===== config.mk =====
export PLATFORM = sky130hd
export DESIGN_NAME = forward_unit_flat
export DESIGN_NICKNAME = d
export VERILOG_FILES = /design/src/rtl/forward_unit_pkg.sv /design/src/rtl/forward_unit_if.sv /design/src/rtl/forward_unit_fwd_compare.sv /design/src/rtl/forward_unit.sv /design/src/flat_wrapper.sv
export SDC_FILE = /design/constraint.sdc
export NUM_CORES = 1
export LEC_CHECK = 0
export ABC_AREA = 0
export CAP_MARGIN = 10
export CORE_MARGIN = 5
export CORE_UTILIZATION = 35
export DETAILED_ROUTE_END_ITERATION = 10
export PLACE_DENSITY_LB_ADDON = 0.15
export SYNTH_ARGS = -nofsm -noshare
export SYNTH_HDL_FRONTEND = slang
export SYNTH_SLANG_ARGS = --single-unit

===== constraint.sdc =====
create_clock -name clk -period 2.19 [get_ports clk]
set_clock_uncertainty 0.2 [all_clocks]
set_input_delay 0.438 -clock clk [delete_from_list [all_inputs] [get_ports clk]]
set_output_delay 0.438 -clock clk [all_outputs]
set_load 0.05 [all_outputs]

===== src/rtl/forward_unit_pkg.sv =====
// rtl/forward_unit_pkg.sv - shared select/state types and counter helper for forward_unit
package forward_unit_pkg;

    typedef enum logic [1:0] {
        FWD_SEL_NONE  = 2'd0,
        FWD_SEL_EXMEM = 2'd1,
        FWD_SEL_MEMWB = 2'd2
    } fwd_sel_t;

    typedef enum logic {
        ST_RUN    = 1'b0,
        ST_BUBBLE = 1'b1
    } fsm_state_t;

    localparam int unsigned STAT_W = 32;

    function automatic logic [STAT_W-1:0] sat_add(input logic [STAT_W-1:0] a, input logic [1:0] inc);
        logic [STAT_W:0] s;
        s = {1'b0, a} + {{(STAT_W-1){1'b0}}, inc};
        return s[STAT_W] ? '1 : s[STAT_W-1:0];
    endfunction

endpackage


===== src/rtl/forward_unit_if.sv =====
// rtl/forward_unit_if.sv - ID/EX hazard bus; FWD_STATS_EN adds the statistics counters
interface forward_unit_if #(
    parameter int REG_AW = 5,
    parameter int DATA_W = 32
);
    logic              hold;
    logic              flush;
    logic [REG_AW-1:0] id_rs_a;
    logic [REG_AW-1:0] id_rs_b;
    logic              id_use_a;
    logic              id_use_b;
    logic [REG_AW-1:0] id_rd;
    logic              id_we;
    logic              id_load;
    logic [DATA_W-1:0] exmem_data;
    logic [DATA_W-1:0] memwb_data;
    logic              stall;
    logic              ALU_A_FOWD_en;
    logic              ALU_B_FOWD_en;
    logic [DATA_W-1:0] data_FOWD_A;
    logic [DATA_W-1:0] data_FOWD_B;
`ifdef FWD_STATS_EN
    logic [31:0]       fwd_count;
    logic [31:0]       stall_count;
`endif

    modport master (
        output hold, flush, id_rs_a, id_rs_b, id_use_a, id_use_b, id_rd, id_we, id_load,
               exmem_data, memwb_data,
        input  stall, ALU_A_FOWD_en, ALU_B_FOWD_en, data_FOWD_A, data_FOWD_B
`ifdef FWD_STATS_EN
        , input fwd_count, stall_count
`endif
    );

    modport slave (
        input  hold, flush, id_rs_a, id_rs_b, id_use_a, id_use_b, id_rd, id_we, id_load,
               exmem_data, memwb_data,
        output stall, ALU_A_FOWD_en, ALU_B_FOWD_en, data_FOWD_A, data_FOWD_B
`ifdef FWD_STATS_EN
        , output fwd_count, stall_count
`endif
    );
endinterface


===== src/rtl/forward_unit_fwd_compare.sv =====
// rtl/forward_unit_fwd_compare.sv - per-operand hazard match and raw forward select
module fwd_compare
    import forward_unit_pkg::*;
#(
    parameter int REG_AW = 5
) (
    input  logic [REG_AW-1:0] i_rs,
    input  logic              i_use,
    input  logic [REG_AW-1:0] i_ex_rd,
    input  logic              i_ex_we,
    input  logic              i_ex_load,
    input  logic [REG_AW-1:0] i_mem_rd,
    input  logic              i_mem_we,
    output logic              o_load_hit,
    output fwd_sel_t          o_sel
);
    logic w_valid;
    logic w_hit_ex;
    logic w_hit_mem;

    // r0 reads are constant zero and must never pick up a forwarded value
    assign w_valid    = i_use && (i_rs != '0);
    assign w_hit_ex   = w_valid && (i_rs == i_ex_rd) && i_ex_we;
    assign w_hit_mem  = w_valid && (i_rs == i_mem_rd) && i_mem_we;
    assign o_load_hit = w_hit_ex && i_ex_load;

    always_comb begin
        o_sel = FWD_SEL_NONE;
        if (w_hit_ex && !i_ex_load) begin
            o_sel = FWD_SEL_EXMEM;
        end else if (w_hit_mem) begin
            o_sel = FWD_SEL_MEMWB;
        end
    end
endmodule


===== src/rtl/forward_unit.sv =====
// rtl/forward_unit.sv - EX operand forwarding and load-use stall; FWD_STATS_EN adds counters
module forward_unit
    import forward_unit_pkg::*;
#(
    parameter int REG_AW = 5,
    parameter int DATA_W = 32
) (
    input  logic           clk,
    input  logic           rst,
    forward_unit_if.slave  bus
);
    logic [REG_AW-1:0] r_ex_rd;
    logic [REG_AW-1:0] r_mem_rd;
    logic              r_ex_we;
    logic              r_mem_we;
    logic              r_ex_load;
    fwd_sel_t          r_sel_a;
    fwd_sel_t          r_sel_b;
    fsm_state_t        r_state;
    fsm_state_t        w_state_nxt;

    logic              w_load_hit_a;
    logic              w_load_hit_b;
    fwd_sel_t          w_cmp_sel_a;
    fwd_sel_t          w_cmp_sel_b;
    fwd_sel_t          w_sel_a_nxt;
    fwd_sel_t          w_sel_b_nxt;
    logic              w_stall;
    logic              w_kill;

    fwd_compare #(.REG_AW(REG_AW)) u_cmp_a (
        .i_rs(bus.id_rs_a), .i_use(bus.id_use_a),
        .i_ex_rd(r_ex_rd), .i_ex_we(r_ex_we), .i_ex_load(r_ex_load),
        .i_mem_rd(r_mem_rd), .i_mem_we(r_mem_we),
        .o_load_hit(w_load_hit_a), .o_sel(w_cmp_sel_a)
    );

    fwd_compare #(.REG_AW(REG_AW)) u_cmp_b (
        .i_rs(bus.id_rs_b), .i_use(bus.id_use_b),
        .i_ex_rd(r_ex_rd), .i_ex_we(r_ex_we), .i_ex_load(r_ex_load),
        .i_mem_rd(r_mem_rd), .i_mem_we(r_mem_we),
        .o_load_hit(w_load_hit_b), .o_sel(w_cmp_sel_b)
    );

    always_ff @(posedge clk or posedge rst) begin
        if (rst) begin
            r_state <= ST_RUN;
        end else begin
            r_state <= w_state_nxt;
        end
    end

    // BUBBLE suppresses the stall so one load-use costs exactly one cycle
    always_comb begin
        w_state_nxt = r_state;
        w_stall     = 1'b0;
        case (r_state)
            ST_RUN: begin
                w_stall = (w_load_hit_a || w_load_hit_b) && !bus.flush;
                if (w_stall && !bus.hold) begin
                    w_state_nxt = ST_BUBBLE;
                end
            end
            ST_BUBBLE: begin
                if (!bus.hold) begin
                    w_state_nxt = ST_RUN;
                end
            end
            default: w_state_nxt = ST_RUN;
        endcase
    end

    assign w_kill      = w_stall || bus.flush;
    assign w_sel_a_nxt = w_kill ? FWD_SEL_NONE : w_cmp_sel_a;
    assign w_sel_b_nxt = w_kill ? FWD_SEL_NONE : w_cmp_sel_b;

    always_ff @(posedge clk or posedge rst) begin
        if (rst) begin
            r_ex_rd   <= '0;
            r_mem_rd  <= '0;
            r_ex_we   <= 1'b0;
            r_mem_we  <= 1'b0;
            r_ex_load <= 1'b0;
            r_sel_a   <= FWD_SEL_NONE;
            r_sel_b   <= FWD_SEL_NONE;
        end else if (!bus.hold) begin
            r_mem_rd  <= r_ex_rd;
            r_mem_we  <= r_ex_we;
            r_ex_rd   <= bus.id_rd;
            r_ex_we   <= bus.id_we && !w_kill;
            r_ex_load <= bus.id_load && !w_kill;
            r_sel_a   <= w_sel_a_nxt;
            r_sel_b   <= w_sel_b_nxt;
        end
    end

    function automatic logic [DATA_W-1:0] pick(input fwd_sel_t sel,
                                               input logic [DATA_W-1:0] exmem,
                                               input logic [DATA_W-1:0] memwb);
        case (sel)
            FWD_SEL_EXMEM: return exmem;
            FWD_SEL_MEMWB: return memwb;
            default:       return '0;
        endcase
    endfunction

    assign bus.stall         = w_stall;
    assign bus.ALU_A_FOWD_en = (r_sel_a != FWD_SEL_NONE);
    assign bus.ALU_B_FOWD_en = (r_sel_b != FWD_SEL_NONE);
    assign bus.data_FOWD_A   = pick(r_sel_a, bus.exmem_data, bus.memwb_data);
    assign bus.data_FOWD_B   = pick(r_sel_b, bus.exmem_data, bus.memwb_data);

`ifdef FWD_STATS_EN
    logic [31:0] r_fwd_count;
    logic [31:0] r_stall_count;

    always_ff @(posedge clk or posedge rst) begin
        if (rst) begin
            r_fwd_count   <= '0;
            r_stall_count <= '0;
        end else if (!bus.hold) begin
            r_fwd_count   <= sat_add(r_fwd_count,
                                     {1'b0, w_sel_a_nxt != FWD_SEL_NONE} +
                                     {1'b0, w_sel_b_nxt != FWD_SEL_NONE});
            r_stall_count <= sat_add(r_stall_count, {1'b0, w_stall});
        end
    end

    assign bus.fwd_count   = r_fwd_count;
    assign bus.stall_count = r_stall_count;
`endif
endmodule

===== src/flat_wrapper.sv =====
// flat-port wrapper written by rule: the top's interface ports become plain ports
module forward_unit_flat import forward_unit_pkg::*;
#(
    parameter int REG_AW = 5,
    parameter int DATA_W = 32
)
  (clk, rst, bus_hold, bus_flush, bus_id_rs_a, bus_id_rs_b, bus_id_use_a, bus_id_use_b, bus_id_rd, bus_id_we, bus_id_load, bus_exmem_data, bus_memwb_data, bus_stall, bus_ALU_A_FOWD_en, bus_ALU_B_FOWD_en, bus_data_FOWD_A, bus_data_FOWD_B);
  forward_unit_if #(.REG_AW(REG_AW), .DATA_W(DATA_W)) bus_i ();
  input  logic clk;
  input  logic rst;
  input wire logic [$bits(bus_i.hold)-1:0] bus_hold;
  input wire logic [$bits(bus_i.flush)-1:0] bus_flush;
  input wire logic [$bits(bus_i.id_rs_a)-1:0] bus_id_rs_a;
  input wire logic [$bits(bus_i.id_rs_b)-1:0] bus_id_rs_b;
  input wire logic [$bits(bus_i.id_use_a)-1:0] bus_id_use_a;
  input wire logic [$bits(bus_i.id_use_b)-1:0] bus_id_use_b;
  input wire logic [$bits(bus_i.id_rd)-1:0] bus_id_rd;
  input wire logic [$bits(bus_i.id_we)-1:0] bus_id_we;
  input wire logic [$bits(bus_i.id_load)-1:0] bus_id_load;
  input wire logic [$bits(bus_i.exmem_data)-1:0] bus_exmem_data;
  input wire logic [$bits(bus_i.memwb_data)-1:0] bus_memwb_data;
  output wire logic [$bits(bus_i.stall)-1:0] bus_stall;
  output wire logic [$bits(bus_i.ALU_A_FOWD_en)-1:0] bus_ALU_A_FOWD_en;
  output wire logic [$bits(bus_i.ALU_B_FOWD_en)-1:0] bus_ALU_B_FOWD_en;
  output wire logic [$bits(bus_i.data_FOWD_A)-1:0] bus_data_FOWD_A;
  output wire logic [$bits(bus_i.data_FOWD_B)-1:0] bus_data_FOWD_B;
  assign bus_i.hold = bus_hold;
  assign bus_i.flush = bus_flush;
  assign bus_i.id_rs_a = bus_id_rs_a;
  assign bus_i.id_rs_b = bus_id_rs_b;
  assign bus_i.id_use_a = bus_id_use_a;
  assign bus_i.id_use_b = bus_id_use_b;
  assign bus_i.id_rd = bus_id_rd;
  assign bus_i.id_we = bus_id_we;
  assign bus_i.id_load = bus_id_load;
  assign bus_i.exmem_data = bus_exmem_data;
  assign bus_i.memwb_data = bus_memwb_data;
  assign bus_stall = bus_i.stall;
  assign bus_ALU_A_FOWD_en = bus_i.ALU_A_FOWD_en;
  assign bus_ALU_B_FOWD_en = bus_i.ALU_B_FOWD_en;
  assign bus_data_FOWD_A = bus_i.data_FOWD_A;
  assign bus_data_FOWD_B = bus_i.data_FOWD_B;
  forward_unit #(.REG_AW(REG_AW), .DATA_W(DATA_W)) u_core (.clk(clk), .rst(rst), .bus(bus_i));
endmodule

==> results of run 1 <==
==> cells in the mapped netlist <==
library cell and instances:
a211o_1 1, a211oi_1 1, a22o_1 1, a22oi_1 64
a32o_1 2, and3_1 2, buf_1 1, buf_6 1
clkbuf_1 18, dfrtp_1 18, ha_1 6, inv_1 8
mux2_2 11, nand2_1 6, nand3_1 2, nand4_1 6
nor2_1 8, nor2b_1 65, nor3_1 4, o31ai_1 2
o41ai_1 2, or3b_2 1, xnor2_1 8, xor2_1 12
==> stage by stage <==
stage	util, %	setup TNS, ps	cell area (um2)	hold slack, ps
floorplan	-	-85.5	2200	177
global placement	83.4	-1050	4650	284
detailed placement	83.4	-1370	4650	301
==> logic make-up after synthesis <==
logic type / count (synthesis) / synth area share (%)
and+or+nand+nor: 94 / 26.8
AOI/OAI and AO/OA: 73 / 27.3
xor gates and xnor gates: 20 / 8.57
muxes: 11 / 6.06
DFF: 18 / 22.0
buffers and inverters: 28 / 5.51
adders and majority gates: 6 / 3.67
==> results.sh, run 1 <==
export IMPL_port_buffers=153
export IMPL_ctsHoldBuffers=0
export IMPL_cts_htree_levels=1
export IMPL_post_cts_resized=152
export IMPL_ys_warn_count=0
export IMPL_pin_count=154
export IMPL_ys_top_cells_by_area="a22oi_1, dfrtp_1, nor2b_1"
export IMPL_clk_path_buf_depth=2
export IMPL_netlist_area_mm2=0.00204
export IMPL_root_buffer="clkbuf_8"
export IMPL_synth_seq_cells=18
export IMPL_avgSynthCellArea_um2=8.17
export IMPL_rows=27
export IMPL_ys_seq_area_share_pct=22.0
export IMPL_place_ws_ps=-532
export IMPL_status="aborted with a tool error"
export IMPL_synth_top_cell_area_share_pct=23.5
export IMPL_cts_made_buffers=3
export IMPL_die_w_um=86.4
export IMPL_place_gp_congestion=0.877
export IMPL_yosys_area_top_type="a22oi_1"
export IMPL_initial_core_util_pct=36.7
export IMPL_dp_cells=480
export IMPL_error="[ERROR DPL-0038] Utilization greater than 100%, impossible to legalize"
export IMPL_hpwl_um=7940
export IMPL_synthCells=250
export IMPL_synth_distinct_cells=24
export IMPL_cts_setup_buffers=12
export IMPL_lastStage="clock tree synthesis"
export IMPL_clkSinkCount=18
export IMPL_synth_nets=343
export IMPL_die_height_um=86.4
==> run 2, diff against run 1 <==
- CORE_UTILIZATION: 35 -> 27
==> results.sh, run 2 <==
export IMPL_final_cell_mix="clkdlybuf4s50_1, buf_12, a22oi_2, nor2b_4, buf_4"
export IMPL_drt_initial_drc_count=223
export IMPL_ant_nets=0
export IMPL_clk_pin_slew_ps=70
export IMPL_status="finished with violations"
export IMPL_hold_viol=0
export IMPL_synthCells=250
export IMPL_seq_area_um2=452
export IMPL_rsz0062_at_grt="yes"
export IMPL_port_buffers=153
export IMPL_crit_family="simple AND/OR/NAND/NOR gates"
export IMPL_critPathMaxStageDelay_ps=350
export IMPL_layout_drive_gt1_share_pct=64.4
export IMPL_clock_latency_ps=250
export IMPL_cts_made_buffers=3
export IMPL_p_leak_nw=1.84
export IMPL_dr_pass1_iters=4
export IMPL_final_common_cell="clkdlybuf4s50_1"
export IMPL_root_buffer="clkbuf_8"
export IMPL_grt_pass1_vias=3286
export IMPL_ys_top_cells_by_area="a22oi_1, dfrtp_1, nor2b_1"
export IMPL_gr_total_overflow=0
export IMPL_synth_async_reset_ratio_pct=100
export IMPL_gr_usage_all_layers_pct=28.3
export IMPL_vias_per_cell=5.64
export IMPL_ctsHoldBuffers=0
export IMPL_drv_cap=0
export IMPL_ys_seq_area_share_pct=22.0
export IMPL_fill_cells=378
export IMPL_power_density_mw_per_mm2=183
export IMPL_drc=0
export IMPL_place_ws_ps=-508
export IMPL_area_growth_pct=192
export IMPL_hp_class="primary input to async pin"
export IMPL_clkSinkCount=18
export IMPL_synth_nets=343
export IMPL_cts_htree_levels=1
export IMPL_synthFlopType="dfrtp_1"
export IMPL_tritoncts="built"
export IMPL_wl_um=14600
export IMPL_max_vdd_ir_drop_v=0.000452
export IMPL_fin_crit_sh_pct=112
export IMPL_ys_warn_count=0
export IMPL_worstPathBufferInverterCount=2
export IMPL_grt_max_degree=22
export IMPL_avgSynthCellArea_um2=8.17
export IMPL_synth_seq_cells=18
export IMPL_finalWorstSetupSlack_ps=-271
export IMPL_reg_top3="u_core.r_ex_rd (5), u_core.r_mem_rd (5)"
export IMPL_crit_slowest_cell="a211o_1"
export IMPL_period_minus_slack_ps=2460
export IMPL_cp_arrival_ps=1820
export IMPL_critical_path_class="primary input to output pin"
export IMPL_initial_core_util_pct=28.0
export IMPL_die_height_um=97.0
export IMPL_fin_nets=532
export IMPL_cp_max_fo=2
export IMPL_tightestPinTransition_ps=280
export IMPL_pin_count=154
export IMPL_cp_cell_sequence="dlygate4sd2_1 > xnor2_2 > and3_1 > nand4_1 > a211o_1 > nor2_2 > buf_12"
export IMPL_hpwl_um=7650
export IMPL_netlist_area_mm2=0.00204
export IMPL_slew_headroom_pct=81.1
export IMPL_ys_top_cells_by_count="nor2b_1, a22oi_1, clkbuf_1, dfrtp_1, xor2_1"
export IMPL_setup_viol=65
export IMPL_synth_most_common_cell="nor2b_1"
export IMPL_final_max_slew_viol_count=0
export IMPL_fmaxAchievable_mhz=406
export IMPL_multi_input_area_mm2=0.00239
export IMPL_clk_path_buf_depth=2
export IMPL_synth_top_cell_area_share_pct=23.5
export IMPL_required_ps=1550
export IMPL_cp_end_kind="output pin"
export IMPL_whs_ps=295
export IMPL_vias=3029
export IMPL_synth_distinct_cells=24
export IMPL_rows=31
export IMPL_grt_pass1_wl_um=20900
export IMPL_critPathLaunchType="primary input"
export IMPL_place_gp_congestion=0.824
export IMPL_num_antenna_cells=0
export IMPL_post_drt_wl_per_cell_um=27.2
export IMPL_core_area_mm2=0.00729
export IMPL_antenna_found_initial=0
export IMPL_yosys_area_top_type="a22oi_1"
export IMPL_die_w_um=97.0
export IMPL_synth_edf_count=0
export IMPL_die_area_mm2=0.00941
export IMPL_violations="setup timing"
run 2: power breakdown:
| group | total [mW] | switching (mW) | internal, mW | leakage [nW] |
|---|---|---|---|---|
| registers | 0.396 | 0.0349 | 0.361 | 0.225 |
| clock network | 0.274 | 0.114 | 0.160 | 0.0288 |
| logic | 0.421 | 0.174 | 0.247 | 1.59 |
run 2: timing repair:
| item | in CTS | in global routing |
|---|---|---|
| cloned | 12 | 4 |
| setup endpoints to repair | 65 | 69 |
| pin swaps | 45 | 22 |
| resized for setup | 168 | 25 |
| buffers inserted | 17 | 3 |
run 2: through the flow:
stage / total power, mW / instance area, um2 / TNS (ps) / util, % / std cells
6_report: 1.09 / 5970 / -5840 / 81.9 / 537
5_1_grt: 1.14 / 5970 / -9020 / 81.9 / 537
3_5_place_dp: 0.752 / 4700 / -1260 / 64.4 / 506
3_3_place_gp: 0.741 / 4700 / -1080 / 64.4 / 506
2_1_floorplan: 0.511 / 2200 / -85.5 / - / 250
4_1_cts: 1.07 / 5910 / -5010 / 81.0 / 539
run 2: worst paths after layout:
kind	from	to	slack [ps]	cells after the start
worst max-delay path	bus_id_rs_a[3]	bus_stall	-270	7
worst max register to register	u_core.r_ex_rd[3]	u_core.r_ex_we	120	7
worst min register to register	u_core.r_mem_we	u_core.r_mem_we	310	1
worst min-delay path	rst	u_core.r_mem_we	300	3
max in group asynchronous	rst	u_core.r_ex_rd[4]	1280	3
min in group clk	u_core.r_mem_we	u_core.r_mem_we	310	1
run 2: cell families after synthesis:
group / after synthesis / share of synthesized area [%]
compound gates: 73 / 27.3
xor+xnor: 20 / 8.57
fa+ha+maj: 6 / 3.67
buf+inv: 28 / 5.51
flops: 18 / 22.0
mux: 11 / 6.06
simple gates: 94 / 26.8
run 2: layer usage:
| metal | GRT usage, % | part of all wire [%] |
|---|---|---|
| met1 | 33.8 | 37 |
| met2 | 51.5 | 52 |
| met3 | 5.32 | 7.9 |
| met4 | 7.34 | 3.2 |
| met5 | 0 | 0 |
run 2: final cells by class:
cell class,instances,share of cell area [%]
well taps,99,2.07
flip-flops and latches,18,7.56
multi-input cells,204,40.1
inverters,8,0.587
repair buffers,204,48.8
clock buffers,4,0.922
run 2: worst min-delay path, stage by stage:
cell,delay (ps)
clkdlybuf4s50_1,400
inv_1,50
buf_4,240
Power figures use the tool's default switching activity.
